### src/rtl/elevator_dispatcher.sv
// elevator_dispatcher: single-car SCAN (collective) dispatcher with one-hot car position and door dwell.
// Optional home return to floor 1 after a long idle period is built when ELEVATOR_HOME_RETURN_EN is defined.
module elevator_dispatcher #(
  parameter int FLOORS     = 10,
  parameter int DOOR_TICKS = 5,
  parameter int HOME_TICKS = 8
) (
  input  logic              CLOCK_50,
  input  logic              rst,
  input  logic              tick,
  input  logic              req_valid,
  input  logic [3:0]        req_floor,
  output logic [FLOORS-1:0] cur_floor,
  output logic [FLOORS-1:0] floor_reg,
  output logic [1:0]        state,
  output logic              direction,
  output logic              arrive
);

  typedef enum logic [1:0] {
    ST_IDLE   = 2'b01,
    ST_BUSY   = 2'b10,
    ST_TRAVEL = 2'b11
  } state_t;

  localparam logic              DIR_UP    = 1'b1;
  localparam logic              DIR_DOWN  = 1'b0;
  localparam logic [3:0]        DOOR_LAST = 4'(DOOR_TICKS - 1);
  localparam logic [FLOORS-1:0] FLOOR_ONE = {{(FLOORS-1){1'b0}}, 1'b1};
  localparam logic [FLOORS-1:0] NO_FLOOR  = {FLOORS{1'b0}};

  state_t            state_r, state_nx;
  logic [FLOORS-1:0] cur_floor_r, cur_nx;
  logic [FLOORS-1:0] floor_reg_r, floor_nx;
  logic              direction_r, dir_nx;
  logic              arrive_r, arrive_nx;
  logic [3:0]        door_cnt_r, door_nx;

  logic [FLOORS-1:0] req_mask_s, absorb_s, lower_mask_s, upper_mask_s, clear_s, home_set_s;
  logic              above_s, below_s, here_s, ahead_s, behind_s, rereq_s;

  // Decode the binary request into a one-hot mask; 0 and out-of-range floors match no bit
  always_comb begin
    req_mask_s = NO_FLOOR;
    for (int i = 0; i < FLOORS; i++) begin
      req_mask_s[i] = req_valid && (req_floor == 4'(i + 1));
    end
  end

  // Subtracting one from a one-hot value yields exactly the floors below the car
  assign lower_mask_s = cur_floor_r - FLOOR_ONE;
  assign upper_mask_s = ~(lower_mask_s | cur_floor_r);
  assign above_s      = |(floor_reg_r & upper_mask_s);
  assign below_s      = |(floor_reg_r & lower_mask_s);
  assign here_s       = |(floor_reg_r & cur_floor_r);
  assign ahead_s      = (direction_r == DIR_UP) ? above_s : below_s;
  assign behind_s     = (direction_r == DIR_UP) ? below_s : above_s;
  assign rereq_s      = (state_r == ST_BUSY) && (|(req_mask_s & cur_floor_r));
  assign absorb_s     = (state_r == ST_BUSY) ? cur_floor_r : NO_FLOOR;

  // Next-state, car movement, door timer and pending-request update
  always_comb begin
    state_nx  = state_r;
    dir_nx    = direction_r;
    cur_nx    = cur_floor_r;
    door_nx   = door_cnt_r;
    arrive_nx = 1'b0;
    clear_s   = NO_FLOOR;
    case (state_r)
      ST_IDLE: begin
        if (here_s) begin
          state_nx = ST_BUSY;
        end else if (above_s && ((direction_r == DIR_UP) || !below_s)) begin
          dir_nx   = DIR_UP;
          state_nx = ST_TRAVEL;
        end else if (below_s) begin
          dir_nx   = DIR_DOWN;
          state_nx = ST_TRAVEL;
        end else begin
          state_nx = ST_IDLE;
        end
      end
      ST_TRAVEL: begin
        if (here_s) begin
          state_nx = ST_BUSY;
        end else if (!ahead_s) begin
          state_nx = ST_IDLE;
        end else if (tick) begin
          if (direction_r == DIR_UP) begin
            cur_nx = cur_floor_r[FLOORS-1] ? cur_floor_r : {cur_floor_r[FLOORS-2:0], 1'b0};
          end else begin
            cur_nx = cur_floor_r[0] ? cur_floor_r : {1'b0, cur_floor_r[FLOORS-1:1]};
          end
        end else begin
          cur_nx = cur_floor_r;
        end
      end
      ST_BUSY: begin
        if (rereq_s) begin
          door_nx = 4'd0;
        end else if (tick) begin
          if (door_cnt_r == DOOR_LAST) begin
            door_nx = 4'd0;
            if (ahead_s) begin
              state_nx = ST_TRAVEL;
            end else if (behind_s) begin
              dir_nx   = ~direction_r;
              state_nx = ST_TRAVEL;
            end else begin
              state_nx = ST_IDLE;
            end
          end else begin
            door_nx = door_cnt_r + 4'd1;
          end
        end else begin
          door_nx = door_cnt_r;
        end
      end
      default: begin
        state_nx = ST_IDLE;
      end
    endcase
    // Service stop: the clear wins over a same-cycle request for this floor
    if ((state_nx == ST_BUSY) && (state_r != ST_BUSY)) begin
      arrive_nx = 1'b1;
      door_nx   = 4'd0;
      clear_s   = cur_floor_r;
    end else begin
      clear_s   = NO_FLOOR;
    end
    floor_nx = (floor_reg_r | (req_mask_s & ~absorb_s) | home_set_s) & ~clear_s;
  end

`ifdef ELEVATOR_HOME_RETURN_EN
  localparam logic [3:0] HOME_LAST = 4'(HOME_TICKS - 1);
  logic [3:0] idle_cnt_r, idle_nx;

  // Idle timer runs only while parked away from floor 1 with nothing pending or arriving
  always_comb begin
    idle_nx    = idle_cnt_r;
    home_set_s = NO_FLOOR;
    if ((state_r != ST_IDLE) || (floor_reg_r != NO_FLOOR) || (|req_mask_s) || cur_floor_r[0]) begin
      idle_nx = 4'd0;
    end else if (tick) begin
      if (idle_cnt_r == HOME_LAST) begin
        idle_nx    = 4'd0;
        home_set_s = FLOOR_ONE;
      end else begin
        idle_nx = idle_cnt_r + 4'd1;
      end
    end else begin
      idle_nx = idle_cnt_r;
    end
  end

  // Idle timer register
  always_ff @(posedge CLOCK_50) begin
    if (rst) begin
      idle_cnt_r <= 4'd0;
    end else begin
      idle_cnt_r <= idle_nx;
    end
  end
`else
  assign home_set_s = NO_FLOOR;
`endif

  // State and datapath registers
  always_ff @(posedge CLOCK_50) begin
    if (rst) begin
      state_r     <= ST_IDLE;
      cur_floor_r <= FLOOR_ONE;
      floor_reg_r <= NO_FLOOR;
      direction_r <= DIR_UP;
      arrive_r    <= 1'b0;
      door_cnt_r  <= 4'd0;
    end else begin
      state_r     <= state_nx;
      cur_floor_r <= cur_nx;
      floor_reg_r <= floor_nx;
      direction_r <= dir_nx;
      arrive_r    <= arrive_nx;
      door_cnt_r  <= door_nx;
    end
  end

  assign cur_floor = cur_floor_r;
  assign floor_reg = floor_reg_r;
  assign state     = state_r;
  assign direction = direction_r;
  assign arrive    = arrive_r;

endmodule

### config.mk
export PLATFORM = sky130hd
export DESIGN_NAME = elevator_dispatcher
export DESIGN_NICKNAME = d
export VERILOG_FILES = /design/src/rtl/elevator_dispatcher.sv
export SDC_FILE = /design/constraint.sdc
export NUM_CORES = 1
export LEC_CHECK = 0
export CELL_PAD_IN_SITES_DETAIL_PLACEMENT = 0
export CELL_PAD_IN_SITES_GLOBAL_PLACEMENT = 1
export CORE_UTILIZATION = 42
export CTS_CLUSTER_DIAMETER = 100
export DETAILED_ROUTE_END_ITERATION = 6
export MAX_ROUTING_LAYER = met4
export PLACE_DENSITY = 0.88
export SETUP_SLACK_MARGIN = 0.2
export SYNTH_ARGS = -nofsm -noshare
export SYNTH_HDL_FRONTEND = slang
export SYNTH_SLANG_ARGS = --single-unit
### constraint.sdc
create_clock -name CLOCK_50 -period 5.4 [get_ports CLOCK_50]
set_input_delay 1.08 -clock CLOCK_50 [delete_from_list [all_inputs] [get_ports CLOCK_50]]
set_output_delay 1.08 -clock CLOCK_50 [all_outputs]
set_load 0.005 [all_outputs]
After elaboration in Yosys (flattened, before gate mapping)

Index checks and enable logic that the tools add are counted.

Bits in registers: 28
Input bits: 8
Output and inout bits: 24
Logic and storage cells: 106

Add/sub/neg operators: 2
Equal/unequal tests: 25
Muxes and demuxes: 31
Bitwise logic cells: 13
Reductions and logical operators: 27

Operators with widths:

| kind                                                  | number |
|---|---|
| AND 10 bit                                            | 6 |
| two-way mux 10 bit                                    | 5 |
| OR reduction 10 bit                                   | 4 |
| NOT 10 bit                                            | 3 |
| equality test 4 x 3 -> 1 bit, second input constant   | 5 |
| two-way mux 2 bit                                     | 10 |
| bitwise OR 10 bit                                     | 2 |
| inequality test 2 bit, second input constant          | 7 |
| logical AND 1 bit                                     | 13 |
| equality test 4 bit, second input constant            | 3 |
| two-way mux 4 bit                                     | 3 |
| two-way mux 1 bit                                     | 11 |
| AND reduction 5 bit                                   | 2 |
| subtractor 10 x 1 -> 10 bit, second input constant    | 1 |
| equality test 4 x 2 -> 1 bit, second input constant   | 2 |
| AND reduction 8 bit                                   | 1 |
| equality test 2 bit, second input constant            | 3 |
| case mux 2 bit (3 select lines)                       | 1 |
| AND reduction 6 bit                                   | 1 |
| adder 4 x 1 -> 4 bit, second input constant           | 1 |
| equality test 4 x 1 -> 1 bit, second input constant   | 1 |
| inequality test 2 x 1 -> 1 bit, second input constant | 2 |
| nonzero test 2 bit                                    | 2 |
| inequality test 3 bit, second input constant          | 1 |
| other kinds (7)                                       | 8 |

Depth between registers and ports, before layout

Gate-level depths: netlist of the first run.

Depth in word-level cells: 17
Gate-level depth with buffers: 12
Depth with buffers taken out: 12

Least setup slack after synthesis of the first run

Ideal clock, no wire load.

Kind: register to register
Start: register cur_floor_r[0] (netlist: cur_floor[0])
End: register direction_r (netlist: direction)
Setup time: 0.062 ns
Data arrival time: 2.967 ns
Data required time: 5.338 ns
Slack: 2.371 ns
Cell stages (with the launch flop): 12
Buffers on the path: 0
Clock period less this slack: 3.029 ns
Path through: dfxtp_1 -> inv_1 -> nand3_1 -> or3_1 -> or3_1 -> or3_1 -> ha_1 -> a221oi_2 -> and4_1 -> a211oi_1 -> or3b_2 -> nand3_1

Cells in the longest elaborated chain, start to end: 9
Elaborated cells between the ends (all ways): 26
Those cells by class: 1 x add/sub; 5 x eq/ne; 5 x mux; 6 x bitwise; 9 x reduce/logical

RTL lines:

| item                                                           | line   | RTL |
|---|---|---|
| start, declared                                                | 33     | `logic [FLOORS-1:0] cur_floor_r, cur_nx;` |
| start signal, assigned                                         | 179    | `cur_floor_r <= cur_nx;` |
| subtractor 10 x 1 -> 10 bit                                    | 51     | `assign lower_mask_s = cur_floor_r - FLOOR_ONE;` |
| bitwise OR 10 bit / AND 10 bit (equally long branches)         | 52, 54 |  |
| NOT 10 bit / OR reduction 10 bit (equally long branches)       | 52, 54 |  |
| AND 10 bit / zero test 1 bit (equally long branches)           | 53, 73 |  |
| OR reduction 10 bit / logical OR 1 bit (equally long branches) | 53, 73 |  |
| logical AND 1 bit                                              | 73     | `end else if (above_s && ((direction_r == DIR_UP) \|\| !below_s)) begin` |
| two-way mux 1 bit                                              | 73     |  |
| two-way mux 1 bit                                              | 71     | `if (here_s) begin` |
| case mux 1 bit (2 select lines)                                | 69     | `case (state_r)` |
| end signal, assigned                                           | 181    | `direction_r <= dir_nx;` |
| end, declared                                                  | 35     | `logic direction_r, dir_nx;` |

Parallel ways exist; a longest one is shown, timed or not. The select of a mux whose other input is x is not followed.
A chain may end at the register's enable or synchronous reset.

Worst setup path in the final report of the first run

Ends and elaborated chain as after synthesis.

==> reports/qor.txt, run 1 <==
OUTCOME
--------------------------------------------------------------------------------------------------
Run status ..........................................................................    completed

WORST SETUP PATH
--------------------------------------------------------------------------------------------------
Endpoint required time on the critical path .........................................      5.63 ns
Data arrival at the endpoint of the critical path ...................................      3.72 ns
Element type at the critical path end ...............................................     register
Worst Path Class, Setup .............................................................      reg2reg
Max Fanout on Critical Path .........................................................           14
Worst Setup Start Kind ..............................................................     register

YOSYS
--------------------------------------------------------------------------------------------------
Post-synthesis area per instance ....................................................  8.591 sq um
Syn nets ............................................................................          237
Mapped Area .........................................................................   1864 sq um
Biggest area contributors in the synthesized netlist ................................ sky130_fd_sc_hd__dfxtp_1 30%, sky130_fd_sc_hd__ha_1 8.1%, sky130_fd_sc_hd__o21ai_0 5.9%
Most numerous cell in the Yosys netlist ............................................. sky130_fd_sc_hd__dfxtp_1
Yosys warning total .................................................................            0
Top cell type's share of synthesized area ...........................................       30.07%
Total of flip-flops plus latches after synthesis ....................................           28
Cell count after synthesis ..........................................................          217
Post-synth top flop ................................................................. sky130_fd_sc_hd__dfxtp_1
Register area share after synthesis .................................................       30.07%
Dominant combinational cell family by area after synthesis .......................... compound AO/OA/AOI/OAI gates
Share of synthesized cell area in and, or, nand and nor gates .......................       16.71%
Share of cell area taken by muxes after synthesis ...................................       2.953%
Fraction of the mapped netlist area in compound gates ...............................       36.31%
Cell types with the highest counts after synthesis .................................. 28 x sky130_fd_sc_hd__dfxtp_1, 22 x sky130_fd_sc_hd__o21ai_0, 16 x sky130_fd_sc_hd__inv_1, 13 x sky130_fd_sc_hd__a21oi_1
Number of flops mapped to enable cells by yosys .....................................            0
Async SR Flop Fraction ..............................................................           0%
Post-synthesis xor/xnor area fraction ...............................................           0%
Adder-cell area share of the yosys netlist ..........................................       8.054%
Area leader, netlist ................................................................ sky130_fd_sc_hd__dfxtp_1
Library cells used by synthesis .....................................................           50

DETAILED ROUTING
--------------------------------------------------------------------------------------------------
Routed wire length per instance .....................................................     18.60 um
Overall routed net length ...........................................................     5.413 mm
Per-cell via count in the routed design .............................................        6.306
Routed Antenna Nets .................................................................            0
Number of detailed-routing iterations run before antenna repair .....................            4
Initial detailed-routing violation count ............................................          115
Overall via count from detail_route .................................................         1835
Residual DRC ........................................................................            0

TIMING
--------------------------------------------------------------------------------------------------
Slew headroom .......................................................................       35.34%
Minimum clock period ................................................................     3.495 ns
Max-slew violation count ............................................................            0
Endpoints failing hold ..............................................................            0
Setup slack after layout ............................................................     1.905 ns
Setup violators final ...............................................................            0
Unrepaired setup endpoints after global routing .....................................        false
Largest clock skew in the final design ..............................................  0.009921 ns
Fmax achieved .......................................................................    286.2 MHz
Period utilization ..................................................................       64.72%
Actual transition at the worst max-transition pin ...................................    0.9669 ns
Hold slack final ....................................................................    0.4932 ns
Summed negative setup slack over all endpoints ......................................         0 ns

FINAL LAYOUT
--------------------------------------------------------------------------------------------------
Count of antenna diodes in the layout ...............................................            0
Fill cell count .....................................................................          412
Post-layout net count ...............................................................          262
Multi-input logic area ..............................................................   1194 sq um
Area Overhead vs Synth ..............................................................       20.27%
Storage element area ................................................................  560.5 sq um
Share of layout cells above drive strength 1 ........................................       7.884%

GLOBAL ROUTE
--------------------------------------------------------------------------------------------------
GRT Residual Overflow ...............................................................            0
Number of antenna violations at the first check in global routing ...................            0
Met3 Track Usage GR .................................................................       2.467%
Global router's overall resource usage ..............................................       25.08%
Vias in the first global route ......................................................         1617
Met1 demand-to-capacity share in global routing .....................................       34.46%
Largest net degree at the start of global routing ...................................           26
Global-route wire length before repair ..............................................     8.383 mm
Busiest layer in global routing .....................................................         met2
Global-route met2 utilization .......................................................       38.85%

FLOORPLANNING
--------------------------------------------------------------------------------------------------
Die footprint .......................................................................   4709 sq um
I/O pin total .......................................................................           32
Initial standard-cell utilization of the core .......................................       44.99%
Die extent in x .....................................................................     68.63 um
Y dimension of the die ..............................................................     68.63 um
Std cell rows .......................................................................           23
Core ar. ............................................................................   4144 sq um

CLOCK NETWORK
--------------------------------------------------------------------------------------------------
Clock tree buffer depth .............................................................            2
Clock latency at the later pin of the worst-skew pair ...............................      0.29 ns
Hold buffers post-CTS ...............................................................            0
Clock transition time at the flip-flop clock pins of the worst setup and hold paths .      0.11 ns
TritonCTS clock tree ................................................................        built
Post CTS Setup Buffer Count .........................................................            0
CTS-repair resized insts ............................................................            0
H-tree depth ........................................................................            1
Clock tree sinks ....................................................................           28
Number of CTS-inserted buffers ......................................................            3
Cell at the root of the clock tree .................................................. sky130_fd_sc_hd__clkbuf_8

PWR
--------------------------------------------------------------------------------------------------
Worst vdd ir ........................................................................ 0.00009888 V
Leak ................................................................................    0.7624 nW
Cell area power density ............................................................. 196.6 nW/um^2

PLACE
--------------------------------------------------------------------------------------------------
Count of port buffers added during placement ........................................           31
DPL Wire Length .....................................................................     3.802 mm
Setup WS pre-CTS ....................................................................     1.997 ns
Final estimated routing congestion in global placement ..............................       0.9146

MIN PATH
--------------------------------------------------------------------------------------------------
Classification of the worst-slack hold path .........................................      reg2reg

FLOW RUN
--------------------------------------------------------------------------------------------------
Max-cap viol count ..................................................................            0

[final cells by class]
type	count	area share [%]
inverters	16	2.679
multi-input cells	162	53.24
flip-flops and latches	28	25.00
clock buffers	4	2.455
well taps	50	2.790
repair buffers	31	13.84
[stage by stage]
| stage | utilization [%] | std cells | power (W) | area (sq um) |
|---|---|---|---|---|
| global placement | 52.78 | 287 | 0.0003081 | 2187 |
| detailed placement | 52.78 | 287 | 0.0003077 | 2187 |
| CTS | 54.11 | 291 | 0.0004413 | 2242 |
| finish | 54.11 | 291 | 0.0004407 | 2242 |
| floorplan | - | 217 | 0.0002783 | 1864 |
| global route | 54.11 | 291 | 0.0004576 | 2242 |
[logic make-up (layout without fill, tap and decap cells)]
logic type      count (synthesis)  count (layout)
flops                          28              28
simple gates                   51              51
compound gates                 95              95
fa+ha+maj                      12              12
buf+inv                        27              51
mux                             4               4
[report_power, final]
group / switching, W / internal, W
clock network: 0.0000706 / 0.0000656
registers: 0.0000172 / 0.000212
logic: 0.0000373 / 0.0000379
total: 0.000125 / 0.000316
[final timing paths]
check / depth (start not counted) / slack [ns] / startpoint / to
worst min-delay path: 2 / 0.49 / door_cnt_r[3] / door_cnt_r[3]
worst max register to register: 12 / 1.91 / cur_floor[0] / direction
worst max-delay path: 12 / 1.91 / cur_floor[0] / direction
worst min register to register: 2 / 0.49 / door_cnt_r[3] / door_cnt_r[3]
[layer usage]
layer,wire length [um],share of wire [%]
met1,2689,50
met2,2411,45
met3,253,4.7
met4,59,1.1
met5,0,0
[worst max-delay path, stage by stage (launching register included)]
cell                       delay, ns
sky130_fd_sc_hd__dfxtp_1        0.48
sky130_fd_sc_hd__inv_1          0.26
sky130_fd_sc_hd__nand3_1        0.13
sky130_fd_sc_hd__or3_1          0.34
sky130_fd_sc_hd__or3_1          0.35
sky130_fd_sc_hd__or3_1          0.33
sky130_fd_sc_hd__ha_1           0.18
sky130_fd_sc_hd__a22oi_1        0.16
sky130_fd_sc_hd__nand3_1        0.13
sky130_fd_sc_hd__nor2_1         0.34
sky130_fd_sc_hd__a211oi_1       0.16
sky130_fd_sc_hd__or3b_2         0.49
sky130_fd_sc_hd__nand3_1        0.08
[cell usage in the layout (no fill, tap or decap), drive strengths merged, types with 2 or more instances in the layout]
cell	netlist	routed
a211oi	11	11
a21oi	14	14
a221oi	11	11
a22o	3	3
a22oi	11	11
a31oi	4	4
and2	2	2
and3b	3	3
clkbuf	9	4
clkdlybuf4s50	0	31
dfxtp	28	28
ha	12	12
inv	16	16
mux2	2	2
nand2	6	6
nand2b	3	3
nand3	6	6
nand4	2	2
nor2	12	12
o211ai	3	3
o21ai	24	24
o31ai	8	8
or3	5	5
(Power assumes the default switching activity.)
==> inputs of run 2 (changes only) <==
Settings changed: CORE_UTILIZATION 42 to 36, PLACE_DENSITY 0.88 to 0.8.
Clock period 5.4 ns to 2.8 ns, I/O delays scaled along.
==> reports/qor.txt, run 2 (synthesized netlist as in run 1, its figures left out) <==
DETAILED ROUTING
--------------------------------------------------------------------------------------------------
Overall routed net length ...........................................................     5.839 mm
Initial detailed-routing violation count ............................................          144
Number of detailed-routing iterations run before antenna repair .....................            4
Routed wire length per instance .....................................................     17.64 um
Overall via count from detail_route .................................................         1955
Per-cell via count in the routed design .............................................        5.906
Residual DRC ........................................................................            0
Routed Antenna Nets .................................................................            0

FINAL LAYOUT
--------------------------------------------------------------------------------------------------
Post-layout utilization of the core .................................................       53.57%
Layout Cells excl Fill ..............................................................          331
Count of antenna diodes in the layout ...............................................            0
Storage element area ................................................................  566.8 sq um
Post-layout net count ...............................................................          285
Fill cell count .....................................................................          463
Commonest non-fill, non-tap cells in the layout ..................................... 31 x sky130_fd_sc_hd__clkdlybuf4s50_1, 25 x sky130_fd_sc_hd__dfxtp_1, 21 x sky130_fd_sc_hd__o21ai_0, 21 x sky130_fd_sc_hd__buf_4
Share of layout cells above drive strength 1 ........................................       25.00%
Multi-input logic area ..............................................................   1319 sq um
Commonest non-fill, non-tap cell in the layout ...................................... sky130_fd_sc_hd__clkdlybuf4s50_1
Area Overhead vs Synth ..............................................................       39.33%

PWR
--------------------------------------------------------------------------------------------------
Worst vdd ir ........................................................................  0.0001952 V
Cell area power density ............................................................. 354.8 nW/um^2
Leak ................................................................................    0.8879 nW

WORST SETUP PATH
--------------------------------------------------------------------------------------------------
Cell with the largest stage delay on the worst path ................................. sky130_fd_sc_hd__dfxtp_4
CP peak stage delay .................................................................      0.37 ns
Max Fanout on Critical Path .........................................................            8
Cell seen most often among critical-path stages ..................................... sky130_fd_sc_hd__or3_4
Data arrival at the endpoint of the critical path ...................................      3.11 ns
CP bufs+invs ........................................................................            1
Cell Chain, Critical Path ........................................................... inv_4 > nand3_2 > or3_4 > or3_4 > or3_4 > ha_4 > a221oi_4 > a41o_1 > a21oi_4 > o21ai_4 > a221oi_2
CP delay by family, top ............................................................. simple AND/OR/NAND/NOR gates
Worst Setup Start Kind ..............................................................     register
Worst Path Class, Setup .............................................................      reg2reg
Element type at the critical path end ...............................................     register
Worst R2R Setup Slack ...............................................................     -0.12 ns
Endpoint required time on the critical path .........................................      2.99 ns

CLOCK NETWORK
--------------------------------------------------------------------------------------------------
H-tree depth ........................................................................            1
Hold buffers post-CTS ...............................................................            0
Clock tree sinks ....................................................................           28
Clock transition time at the flip-flop clock pins of the worst setup and hold paths .      0.11 ns
Clock tree buffer depth .............................................................            2
Number of CTS-inserted buffers ......................................................            3
Clock latency at the later pin of the worst-skew pair ...............................      0.28 ns
Cell at the root of the clock tree .................................................. sky130_fd_sc_hd__clkbuf_8
TritonCTS clock tree ................................................................        built

FLOORPLANNING
--------------------------------------------------------------------------------------------------
Die extent in x .....................................................................     73.96 um
Std cell rows .......................................................................           25
Y dimension of the die ..............................................................     73.96 um
Die footprint .......................................................................   5470 sq um
Initial standard-cell utilization of the core .......................................       38.45%
Core ar. ............................................................................   4848 sq um
I/O pin total .......................................................................           32

TIMING
--------------------------------------------------------------------------------------------------
Slew headroom .......................................................................       43.56%
Largest clock skew in the final design ..............................................  0.007124 ns
Hold slack final ....................................................................    0.5010 ns
Period utilization ..................................................................       104.3%
Endpoints failing hold ..............................................................            0
Max-slew violation count ............................................................            0
Unrepaired setup endpoints after global routing .....................................         true
Fmax achieved .......................................................................    342.6 MHz
Setup violators final ...............................................................           12
Setup slack after layout ............................................................   -0.1191 ns
Minimum clock period ................................................................     2.919 ns
Actual transition at the worst max-transition pin ...................................    0.8455 ns

OUTCOME
--------------------------------------------------------------------------------------------------
Run status .......................................................................... complete, but fails checks
Failing checks ...................................................................... setup timing

GLOBAL ROUTE
--------------------------------------------------------------------------------------------------
Number of antenna violations at the first check in global routing ...................            0
Largest net degree at the start of global routing ...................................           25
Global router's overall resource usage ..............................................       23.14%
GRT Residual Overflow ...............................................................            0
Global-route wire length before repair ..............................................     9.466 mm
Vias in the first global route ......................................................         1833

PLACE
--------------------------------------------------------------------------------------------------
DPL Wire Length .....................................................................     3.982 mm
Count of port buffers added during placement ........................................           31
Cell total after placement ..........................................................          323
Final estimated routing congestion in global placement ..............................       0.8438

FLOW RUN
--------------------------------------------------------------------------------------------------
Max-cap viol count ..................................................................            0

MIN PATH
--------------------------------------------------------------------------------------------------
Classification of the worst-slack hold path .........................................      reg2reg

run 2: cell types whose count changed in the layout (fill, tap and decap cells not counted), moves of 3 or more:
| cell | previous run | this run |
|---|---|---|
| sky130_fd_sc_hd__or3_1 | 5 | 2 |
| sky130_fd_sc_hd__a221oi_2 | 2 | 10 |
| sky130_fd_sc_hd__buf_4 | 0 | 21 |
| sky130_fd_sc_hd__or3_4 | 0 | 3 |
| sky130_fd_sc_hd__a221oi_1 | 9 | 0 |
| sky130_fd_sc_hd__inv_1 | 16 | 13 |
| sky130_fd_sc_hd__dfxtp_1 | 28 | 25 |
run 2: path summary, 6_finish.rpt:
kind,start,endpoint,depth (start not counted)
worst max-delay path,cur_floor[0],cur_floor[2],11
worst min-delay path,door_cnt_r[3],door_cnt_r[3],2
worst max register to register,cur_floor[0],cur_floor[2],11
worst min register to register,door_cnt_r[3],door_cnt_r[3],2
run 2: repair_timing:
action	CTS	global route
endpoints found under the setup margin	12	12
setup buffers	2	2
pin swaps	18	5
resized for setup	13	5
run 2: cell type report:
| type | instances | share of cell area [%] |
|---|---|---|
| flip-flops and latches | 28 | 21.82 |
| clock buffers | 4 | 2.553 |
| well taps | 67 | 3.227 |
| inverters | 16 | 2.408 |
| multi-input cells | 162 | 50.77 |
| repair buffers | 54 | 19.22 |
run 2: metal layers:
| layer | wire (um) | up-vias | global-route usage, % |
|---|---|---|---|
| li1 | - | 940 | - |
| met1 | 2872 | 960 | 33.17 |
| met2 | 2671 | 51 | 34.04 |
| met3 | 255 | 4 | 2.981 |
| met4 | 40 | 0 | 6.197 |
| met5 | 0 | - | - |
run 2: stage by stage:
stage                     power [W]  worst slack (ns)  area, sq um  TNS (ns)
final                     0.0009216           -0.1191         2597   -0.6932
after global routing      0.0009665           -0.2088         2597    -1.672
after CTS                 0.0009213          -0.06089         2557   -0.4043
after detailed placement  0.0006163           -0.1383         2392    -1.395
after global placement    0.0006162           -0.1282         2392    -1.210
after floorplan           0.0005428           -0.1017         1893   -0.8478
run 2: power breakdown:
part | total (W) | switching [W] | internal (W)
combinational | 0.000186 | 0.0000893 | 0.0000962
clock | 0.000296 | 0.000140 | 0.000156
sequential | 0.000440 | 0.0000313 | 0.000409
run 2: tightest hold or removal path: stages (launching register included):
cell                      delay (ns)
sky130_fd_sc_hd__dfxtp_1        0.33
sky130_fd_sc_hd__o21ai_0        0.07
sky130_fd_sc_hd__a21oi_1        0.06
==> inputs of run 3 (changes only) <==
Settings changed: ABC_AREA set to 1, CAP_MARGIN set to 25, CORE_UTILIZATION 36 to 33, PLACE_DENSITY 0.8 to 0.72.
==> reports/qor.txt, run 3 <==
TIMING
--------------------------------------------------------------------------------------------------
Max-slew violation count ............................................................            0
Slew headroom .......................................................................       53.43%
Minimum clock period ................................................................     2.342 ns
Endpoints failing hold ..............................................................            0
Largest clock skew in the final design ..............................................  0.007034 ns
Summed negative setup slack over all endpoints ......................................         0 ns
Setup violators final ...............................................................            0
Period utilization ..................................................................       83.63%
Unrepaired setup endpoints after global routing .....................................        false
Fmax achieved .......................................................................    427.0 MHz
Actual transition at the worst max-transition pin ...................................    0.6913 ns
Hold slack final ....................................................................    0.5128 ns

OUTCOME
--------------------------------------------------------------------------------------------------
Run status ..........................................................................    completed

CLOCK NETWORK
--------------------------------------------------------------------------------------------------
Post CTS Setup Buffer Count .........................................................            0
TritonCTS clock tree ................................................................        built
H-tree depth ........................................................................            1
Clock transition time at the flip-flop clock pins of the worst setup and hold paths .      0.10 ns
Clock tree sinks ....................................................................           28
Clock tree buffer depth .............................................................            2
Number of CTS-inserted buffers ......................................................            3
Cell at the root of the clock tree .................................................. sky130_fd_sc_hd__clkbuf_8
Clock latency at the later pin of the worst-skew pair ...............................      0.28 ns

PWR
--------------------------------------------------------------------------------------------------
Cell area power density ............................................................. 361.7 nW/um^2
Worst vdd ir ........................................................................  0.0001880 V
Leak ................................................................................     1.126 nW

YOSYS
--------------------------------------------------------------------------------------------------
Dominant combinational cell family by area after synthesis .......................... simple AND/OR/NAND/NOR gates
Post-synth top flop ................................................................. sky130_fd_sc_hd__dfxtp_1
Yosys warning total .................................................................            0
Share of synthesized cell area in and, or, nand and nor gates .......................       34.39%
Biggest area contributors in the synthesized netlist ................................ sky130_fd_sc_hd__dfxtp_1 28%, sky130_fd_sc_hd__nand2_1 13%, sky130_fd_sc_hd__inv_1 10%
Post-synthesis xor/xnor area fraction ...............................................           0%
Syn nets ............................................................................          336
Share of cell area taken by muxes after synthesis ...................................           0%
Async SR Flop Fraction ..............................................................           0%
Cell types with the highest counts after synthesis .................................. 66 x sky130_fd_sc_hd__nand2_1, 54 x sky130_fd_sc_hd__inv_1, 47 x sky130_fd_sc_hd__nor2_1, 31 x sky130_fd_sc_hd__nand3_1, 28 x sky130_fd_sc_hd__dfxtp_1
Total of flip-flops plus latches after synthesis ....................................           28
Post-synthesis area per instance ....................................................  6.264 sq um
Mapped Area .........................................................................   1979 sq um
Cell count after synthesis ..........................................................          316
Number of flops mapped to enable cells by yosys .....................................            0
Adder-cell area share of the yosys netlist ..........................................       7.585%
Library cells used by synthesis .....................................................           25
Top cell type's share of synthesized area ...........................................       28.32%
Area leader, netlist ................................................................ sky130_fd_sc_hd__dfxtp_1
Register area share after synthesis .................................................       28.32%
Most numerous cell in the Yosys netlist ............................................. sky130_fd_sc_hd__nand2_1
Fraction of the mapped netlist area in compound gates ...............................       18.02%

FINAL LAYOUT
--------------------------------------------------------------------------------------------------
Commonest non-fill, non-tap cells in the layout ..................................... 66 x sky130_fd_sc_hd__nand2_1, 53 x sky130_fd_sc_hd__inv_1, 47 x sky130_fd_sc_hd__nor2_1, 31 x sky130_fd_sc_hd__nand3_1, 31 x sky130_fd_sc_hd__clkdlybuf4s50_1
Count of antenna diodes in the layout ...............................................            0
Final non-filler cell area ..........................................................   2474 sq um
Area Overhead vs Synth ..............................................................       24.97%
Post-layout utilization of the core .................................................       43.85%
Post-layout net count ...............................................................          373
Commonest non-fill, non-tap cell in the layout ...................................... sky130_fd_sc_hd__nand2_1
Layout Cells excl Fill ..............................................................          424
Share of layout cells above drive strength 1 ........................................       6.250%
Fill cell count .....................................................................          605

PLACE
--------------------------------------------------------------------------------------------------
Cell total after placement ..........................................................          420
Instance area at placement ..........................................................   2405 sq um
DPL Wire Length .....................................................................     4.876 mm
Final estimated routing congestion in global placement ..............................       0.8840
Count of port buffers added during placement ........................................           31

FLOORPLANNING
--------------------------------------------------------------------------------------------------
Die footprint .......................................................................   6312 sq um
Y dimension of the die ..............................................................     79.45 um
Std cell rows .......................................................................           27
Die extent in x .....................................................................     79.45 um
Core ar. ............................................................................   5642 sq um
Initial standard-cell utilization of the core .......................................       35.09%
I/O pin total .......................................................................           32

DETAILED ROUTING
--------------------------------------------------------------------------------------------------
Per-cell via count in the routed design .............................................        5.120
Overall routed net length ...........................................................     6.288 mm
Initial detailed-routing violation count ............................................          138
Routed wire length per instance .....................................................     14.83 um
Residual DRC ........................................................................            0
Number of detailed-routing iterations run before antenna repair .....................            4
Overall via count from detail_route .................................................         2171
Routed Antenna Nets .................................................................            0

GLOBAL ROUTE
--------------------------------------------------------------------------------------------------
Largest net degree at the start of global routing ...................................           22
Vias in the first global route ......................................................         2062
GRT Residual Overflow ...............................................................            0
Number of antenna violations at the first check in global routing ...................            0
Global router's overall resource usage ..............................................       22.23%
Global-route wire length before repair ..............................................     10.47 mm

WORST SETUP PATH
--------------------------------------------------------------------------------------------------
Data arrival at the endpoint of the critical path ...................................      2.52 ns
Max Fanout on Critical Path .........................................................            9
Worst Path Class, Setup .............................................................      reg2reg
Endpoint required time on the critical path .........................................      2.98 ns
Worst Setup Start Kind ..............................................................     register
Element type at the critical path end ...............................................     register

MIN PATH
--------------------------------------------------------------------------------------------------
Classification of the worst-slack hold path .........................................      reg2reg

FLOW RUN
--------------------------------------------------------------------------------------------------
Max-cap viol count ..................................................................            0

run 3: cell count changes after synthesis, moves of 7 or more:
| cell | change |
|---|---|
| sky130_fd_sc_hd__o31ai_1 | -7 |
| sky130_fd_sc_hd__inv_1 | +38 |
| sky130_fd_sc_hd__o21ai_0 | -8 |
| sky130_fd_sc_hd__o221ai_1 | +10 |
| sky130_fd_sc_hd__a221oi_1 | -9 |
| sky130_fd_sc_hd__a22oi_1 | -11 |
| sky130_fd_sc_hd__nand2_1 | +60 |
| sky130_fd_sc_hd__o22ai_1 | +9 |
| sky130_fd_sc_hd__nand3_1 | +25 |
| sky130_fd_sc_hd__nor2_1 | +35 |
run 3: logic make-up after synthesis:
kind of cell	after synthesis
simple gates	160
buf+inv	61
fa+ha+maj	12
flops	28
compound gates	55
run 3: path summary, 6_finish.rpt:
check	from	end	slack (ns)	cells after the start
min	door_cnt_r[3]	door_cnt_r[3]	0.51	2
min reg2reg	door_cnt_r[3]	door_cnt_r[3]	0.51	2
max	cur_floor[0]	cur_floor[6]	0.46	15
max reg2reg	cur_floor[0]	cur_floor[6]	0.46	15
run 3: layer usage:
layer,GRT usage [%],routed length [um],vias up
met3,2.171,324,7
met4,5.455,67,0
met5,-,0,-
met1,31.50,3156,984
li1,-,-,1124
met2,33.76,2739,56
run 3: where the power goes:
part,switching (W),total [W],internal [W]
registers,0.0000241,0.000437,0.000413
clock network,0.000136,0.000262,0.000126
logic,0.000114,0.000195,0.0000811
run 3: stage by stage:
stage | power [W] | worst slack [ns]
2_1_floorplan | 0.0005573 | 0.6244
3_3_place_gp | 0.0006401 | 0.2923
3_5_place_dp | 0.0006359 | 0.2419
4_1_cts | 0.0009007 | 0.2021
5_1_grt | 0.0009457 | 0.2123
6_report | 0.0008946 | 0.4583
run 3: cell type report:
cell class / count / area, sq um / area share (%)
inverter: 56 / 215.2 / 8.700
multi-input combinational: 227 / 1195 / 48.31
sequential: 28 / 563.0 / 22.76
clock buffer: 4 / 55.05 / 2.226
timing repair buffer: 37 / 355.3 / 14.37
tap: 72 / 90.09 / 3.642
run 3: what timing repair did:
| action | in CTS | in global routing |
|---|---|---|
| hold buffers | 0 | 0 |
| endpoints found under the hold margin | 0 | 0 |
| resized for setup | 0 | 7 |
| endpoints found under the setup margin | 0 | 12 |
run 3: worst max-delay path, cell delays in order, from the launching register on:
cell,delay [ns]
sky130_fd_sc_hd__dfxtp_2,0.40
sky130_fd_sc_hd__inv_4,0.12
sky130_fd_sc_hd__ha_2,0.21
sky130_fd_sc_hd__nand2_1,0.08
sky130_fd_sc_hd__inv_1,0.08
sky130_fd_sc_hd__nand4_1,0.09
sky130_fd_sc_hd__ha_1,0.30
sky130_fd_sc_hd__nand2_1,0.05
sky130_fd_sc_hd__nand3_1,0.09
sky130_fd_sc_hd__nor2_2,0.05
sky130_fd_sc_hd__nand2_1,0.09
sky130_fd_sc_hd__nand2_1,0.13
sky130_fd_sc_hd__o21ai_2,0.12
sky130_fd_sc_hd__nand2_4,0.12
sky130_fd_sc_hd__o21ai_0,0.25
sky130_fd_sc_hd__nor2_1,0.06
